`config.mk`:
```
export PLATFORM = sky130hd
export DESIGN_NAME = sdram_wr_pre_sched
export DESIGN_NICKNAME = d
export VERILOG_FILES = /design/src/rtl/sdram_wr_pre_sched.sv
export SDC_FILE = /design/constraint.sdc
export NUM_CORES = 1
export LEC_CHECK = 0
export ABC_CLOCK_PERIOD_IN_PS = 4900
export CAP_MARGIN = 15
export CORE_MARGIN = 2
export CORE_UTILIZATION = 40
export CTS_BUF_LIST = sky130_fd_sc_hd__clkbuf_4 sky130_fd_sc_hd__clkbuf_8
export DETAILED_ROUTE_END_ITERATION = 8
export PLACE_DENSITY = 0.66
export SYNTH_ARGS = -nofsm -noshare
export SYNTH_HDL_FRONTEND = slang
export SYNTH_SLANG_ARGS = --single-unit
```
`constraint.sdc`:
```
create_clock -name clk -period 4.9 [get_ports clk]
set_input_delay 0.98 -clock clk [delete_from_list [all_inputs] [get_ports clk]]
set_output_delay 0.98 -clock clk [all_outputs]
set_load 0.005 [all_outputs]
```
`src/rtl/sdram_wr_pre_sched.sv`:
```
// SDRAM command issue with per-bank write-recovery (tWR) enforcement on PRE.
// Optional macro WR_PRE_SVA_EN embeds tWR/encoding/stall assertions and a cover.
module sdram_wr_pre_sched #(
  parameter int BA_WIDTH = 3,
  parameter int TWR      = 4
) (
  input  logic                clk,
  input  logic                rst,
  input  logic                req_valid,
  output logic                req_ready,
  input  logic                req_op,
  input  logic [BA_WIDTH-1:0] req_bank,
  output logic [1:0]          cmd,
  output logic [BA_WIDTH-1:0] cmd_bank,
  output logic                stall
);

  localparam int         NB      = 1 << BA_WIDTH;
  localparam logic [1:0] CMD_NOP = 2'b00;
  localparam logic [1:0] CMD_PRE = 2'b01;
  localparam logic [1:0] CMD_WR  = 2'b10;
  localparam logic [2:0] TWR_C   = 3'(TWR);

  logic [NB-1:0][2:0]  r_cnt;
  logic                r_pend_valid;
  logic [BA_WIDTH-1:0] r_pend_bank;
  logic [1:0]          r_cmd;
  logic [BA_WIDTH-1:0] r_cmd_bank;
  logic                r_stall;

  logic                w_accept;
  logic                w_pend_free;
  logic                w_req_free;
  logic [1:0]          w_cmd_nxt;
  logic [BA_WIDTH-1:0] w_bank_nxt;
  logic                w_pend_valid_nxt;
  logic [BA_WIDTH-1:0] w_pend_bank_nxt;

  assign req_ready   = !r_pend_valid;
  assign w_accept    = req_valid && req_ready;
  assign w_pend_free = (r_cnt[r_pend_bank] == 3'd0);
  assign w_req_free  = (r_cnt[req_bank] == 3'd0);

  // A held PRE outranks new traffic; it also blocks acceptance via req_ready.
  always_comb begin
    w_cmd_nxt        = CMD_NOP;
    w_bank_nxt       = '0;
    w_pend_valid_nxt = r_pend_valid;
    w_pend_bank_nxt  = r_pend_bank;
    if (r_pend_valid) begin
      if (w_pend_free) begin
        w_cmd_nxt        = CMD_PRE;
        w_bank_nxt       = r_pend_bank;
        w_pend_valid_nxt = 1'b0;
      end
    end else if (w_accept) begin
      if (!req_op) begin
        w_cmd_nxt  = CMD_WR;
        w_bank_nxt = req_bank;
      end else if (w_req_free) begin
        w_cmd_nxt  = CMD_PRE;
        w_bank_nxt = req_bank;
      end else begin
        w_pend_valid_nxt = 1'b1;
        w_pend_bank_nxt  = req_bank;
      end
    end
  end

  always_ff @(posedge clk) begin
    if (rst) begin
      r_cnt        <= '0;
      r_pend_valid <= 1'b0;
      r_pend_bank  <= '0;
      r_cmd        <= CMD_NOP;
      r_cmd_bank   <= '0;
      r_stall      <= 1'b0;
    end else begin
      // A WR reloads its bank's counter even mid-recovery, extending tWR.
      for (int b = 0; b < NB; b++) begin
        if (w_cmd_nxt == CMD_WR && w_bank_nxt == BA_WIDTH'(b))
          r_cnt[b] <= TWR_C;
        else if (r_cnt[b] != 3'd0)
          r_cnt[b] <= r_cnt[b] - 3'd1;
      end
      r_pend_valid <= w_pend_valid_nxt;
      r_pend_bank  <= w_pend_bank_nxt;
      r_cmd        <= w_cmd_nxt;
      r_cmd_bank   <= w_bank_nxt;
      r_stall      <= w_pend_valid_nxt;
    end
  end

  assign cmd      = r_cmd;
  assign cmd_bank = r_cmd_bank;
  assign stall    = r_stall;

`ifdef WR_PRE_SVA_EN
  genvar gb;
  generate
    for (gb = 0; gb < NB; gb++) begin : g_sva
      logic w_wr_b, w_pre_b;
      assign w_wr_b  = (r_cmd == CMD_WR)  && (r_cmd_bank == BA_WIDTH'(gb));
      assign w_pre_b = (r_cmd == CMD_PRE) && (r_cmd_bank == BA_WIDTH'(gb));
      a_twr: assert property (@(posedge clk) disable iff (rst)
        w_wr_b |-> ##1 (!w_pre_b) [*TWR]);
      c_twr_exact: cover property (@(posedge clk) disable iff (rst)
        w_wr_b ##(TWR+1) w_pre_b);
    end
  endgenerate

  a_cmd_enc: assert property (@(posedge clk) disable iff (rst) r_cmd != 2'b11);
  a_stall:   assert property (@(posedge clk) disable iff (rst) r_pend_valid |-> r_stall);
`endif

endmodule

```
* Yosys cells after proc, flatten, opt, wreduce, memory -nomap -nowiden *
Cells that the tools add are included.

cells by class
  $add $sub $neg = 8
  order comparisons = 2
  equal/unequal tests = 8
  mux-type cells = 35
  bitwise operators = 2
  reduce and logical (&&, ||, !) cells = 38

operators with widths
  cell                   count
  $mux W3                23
  $reduce_bool A3 Y1     8
  $sub A3 B1 Y3 const B  8
  $bmux W3 S3            2
  $reduce_bool A2 Y1     8
  $reduce_or A2 Y1       8
  $eq A3 B3 Y1 const B   4
  $logic_and A1 B1 Y1    9
  $logic_not A3 Y1       3
  $lt A3 B4 Y1 const B   2
  $mux W1                7
  $eq A3 B2 Y1 const B   2
  $mux W2                3
  $reduce_and A4 Y1      1
  $eq A3 B1 Y1 const B   1
  $eq A2 B2 Y1 const B   1
  $not A1 Y1             2
  $logic_not A1 Y1       1

word-level totals
  register bits after elaboration = 33
  input bits = 7
  output and inout port bits = 7

* Longest topological paths before layout *
  depth after elaboration = 10
  depth in mapped cells = 8

* Least setup slack after synthesis *
No wires, ideal clock.

  path kind = in2reg
  from = input port req_bank[1]
  to = register r_stall (netlist: stall)
  data arrival time = 2191 ps
  data required time = 4785 ps
  setup slack = 2594 ps
  stages = 6
  path through = buf_2 -> nor4_2 -> nor4b_2 -> a2111oi_4 -> a211oi_4 -> o21ba_1

on the way
  cells in the longest elaborated chain, start to end = 7

ends and longest elaborated chain
  item                           line  source
  start, declared                12    input logic [BA_WIDTH-1:0] req_bank,
  $bmux W3 S3                    42    assign w_req_free = (r_cnt[req_bank] == 3'd0);
  $mux W3 (implied by the code)  42
  $logic_not A3 Y1               42
  $mux W1                        60    end else if (w_req_free) begin
  $mux W1                        57    if (!req_op) begin
  $mux W1                        56    end else if (w_accept) begin
  $mux W1                        50    if (r_pend_valid) begin
  end signal, assigned           90    r_stall <= w_pend_valid_nxt;
  end, declared                  29    logic r_stall;

No other way between the ends. The select of a mux whose other input is x is not followed.
A chain may end at the register's enable or synchronous reset.

* Final worst setup path *
Ends and elaborated chain as after synthesis.

==> flow_summary.ini <==
[outcome]
outcome = complete, no violations

[power]
vdd_drop_max_mv = 0.228
p_per_area_nw_per_um2 = 481
power.total_w = 0.00110
leakagePower_nw = 0.933

[detailed_routing]
drc_errors = 0
drt_pass1_iterations = 4
route.vias.total = 1576
routed_wl_um = 3760
via_per_inst = 4.96
wl_per_cell_um = 11.8
ant_nets = 0
drtIter0Drc = 53

[clocking]
hold_buffers = 0
clk_latency_ns = 0.28
numCtsBuffers = 5
cts_tree = built
cts-htree-levels = 2
cts.sinks = 33
cts_root_buffer = clkbuf_8
clk_pin_slew_ns = 0.07
clockBufferDepth = 2
cts_resized = 0
post_cts_buffers = 0

[global_route]
antenna_found_initial = 0
grt-ovfl-total = 0
grt_pass1_vias = 1404
grt_pass1_wl_um = 6420
grt_start_max_net_pins = 35
grtUsageTotal = 0.152

[synthesis]
syn_area_sq_um = 1980
synth_seq_cells = 33
ys_types = 37
syn_nets = 265
avgSynthCellArea_sq_um = 8.45
synth_cells = 234
yosysSeqAreaShare = 0.334
yosys_warnings = 0

[floorplan]
die_height_um = 74.3
fp.dieW_um = 74.3
core_area_sq_um = 4750
io_pins = 14
rows = 25
die-area_sq_um = 5520
start_util = 0.416

[flow_run]
maxCapViolations = 0

[worst_hold_path]
min_path_type = reg2reg

[sta]
setup_viol = 0
period_share = 0.574
finalCriticalPeriod_ns = 2.81
tightest_slew_ns = 0.443
fmax_ghz = 0.355
relSlewSlack = 0.700
final-hold-violation-count = 0
setup_tns_ns = 0
skew_ns = 0.00753
finalMaxSlewViolations = 0
grt_setup_unrepaired = false

[placed_design]
port_buffers = 13
dp_hpwl_um = 2800
gp_congestion = 0.768

[setup_path]
cp_max_fo = 11
worstPathCellList = clkdlybuf4s50_1, nand2b_1, o22ai_1, a2111oi_4, a211oi_4, o21ba_1
crit_path_max_incr_delay_ns = 0.75
crit_path_top_delay_cell = clkdlybuf4s50_1
cp.arrival_ns = 2.99
start_kind = input pin
critPathKind = in2reg
end_kind = flop
cp.required_ns = 5.08

[final_layout]
nets = 281
most-common-layout-cells = inv_1 (37), dfxtp_1 (33), nor3_1 (27)
antenna_cells = 0
layout-drive-gt1-share = 0.0797
final_common_cell = inv_1
area_delta_synth_final_pct = 16.1
[cell families (layout without fill, tap and decap cells)]
| kind of cell | after synthesis | in the layout | synth area share |
|---|---|---|---|
| muxes | 3 | 3 | 0.0152 |
| buffers and inverters | 43 | 60 | 0.0842 |
| AOI/OAI and AO/OA | 36 | 36 | 0.147 |
| xor gates and xnor gates | 8 | 8 | 0.0354 |
| DFF | 33 | 33 | 0.334 |
| and+or+nand+nor | 87 | 87 | 0.232 |
| adders and majority gates | 24 | 24 | 0.152 |
[registers in the layout, indices dropped and copies added (netlist names)]
register	flops
r_cnt	24
cmd_bank	3
r_pend_bank	3
cmd	2
stall	1
[final timing paths]
kind / startpoint / cells after the start / end / slack (ns)
worst max-delay path: req_bank[1] / 6 / stall / 2.09
worst min register to register: r_pend_bank[2] / 2 / r_pend_bank[2] / 0.55
worst max register to register: r_cnt[6] / 5 / stall / 3.10
worst min-delay path: r_pend_bank[2] / 2 / r_pend_bank[2] / 0.55
[final cells by class]
| class | count | area [sq um] |
|---|---|---|
| Timing Repair Buffer | 14 | 138 |
| Inverter | 38 | 143 |
| Clock inverter | 1 | 30.0 |
| Sequential cell | 33 | 661 |
| Clock buffer | 7 | 90.1 |
| Multi-Input combinational cell | 158 | 1150 |
| Tap cell | 67 | 83.8 |
| Fill cell | 491 | 2460 |
[power breakdown]
group / switching, W / leakage (nW) / internal [W]
Sequential: 0.0000545 / 0.271 / 0.000328
Combinational: 0.000252 / 0.601 / 0.000202
Clock: 0.0000959 / 0.0619 / 0.000171
Total: 0.000403 / 0.933 / 0.000701
[cell usage after synthesis, drive strengths merged]
library cell   n  share of area
nor4b          1         0.0076
o22ai          7          0.022
nand4b         1         0.0044
a211oi         9          0.041
nor2          25          0.047
o21ai          1         0.0025
or3            2         0.0063
or2            1         0.0032
a311oi         1         0.0044
a2111oi        2          0.022
nand2b        11          0.036
nand4          1         0.0032
mux2i          3          0.015
nor2b          7          0.022
dfxtp         33           0.33
ha            24           0.15
inv           38          0.072
nor4           4          0.016
clkbuf         4         0.0095
o311ai         1         0.0044
buf            1         0.0025
nand2          5         0.0095
nand3          1         0.0025
o32ai          1         0.0082
a22oi          1         0.0063
nor3          28          0.073
xor2           8          0.035
a21oi         11          0.028
o21ba          1         0.0051
o221ai         1         0.0044
[critical path: cells and delay by family]
| kind | cells | cell delay (ns) |
|---|---|---|
| compound gates | 4 | 1.00 |
| buf+inv | 1 | 0.75 |
| simple gates | 1 | 0.26 |
[per-stage QoR]
stage	instance area (sq um)	cells	setup slack (ns)	util	hold slack, ns
6_report	2290	318	2.09	0.483	0.545
5_1_grt	2290	318	1.93	0.483	0.596
4_1_cts	2290	318	2.07	0.483	0.543
3_5_place_dp	2170	310	1.79	0.457	0.525
3_3_place_gp	2170	310	1.85	0.457	0.529
2_1_floorplan	1980	234	2.59	-	0.487
[metal layers]
layer  track usage  vias to the layer above  part of all wire
met2         0.232                       15              0.48
li1              -                      820                 -
met1         0.207                      736              0.48
met3        0.0447                        5             0.028
met4        0.0536                        0             0.014
met5             0                        -                 0
No activity file was read; power rests on OpenSTA's default activity.
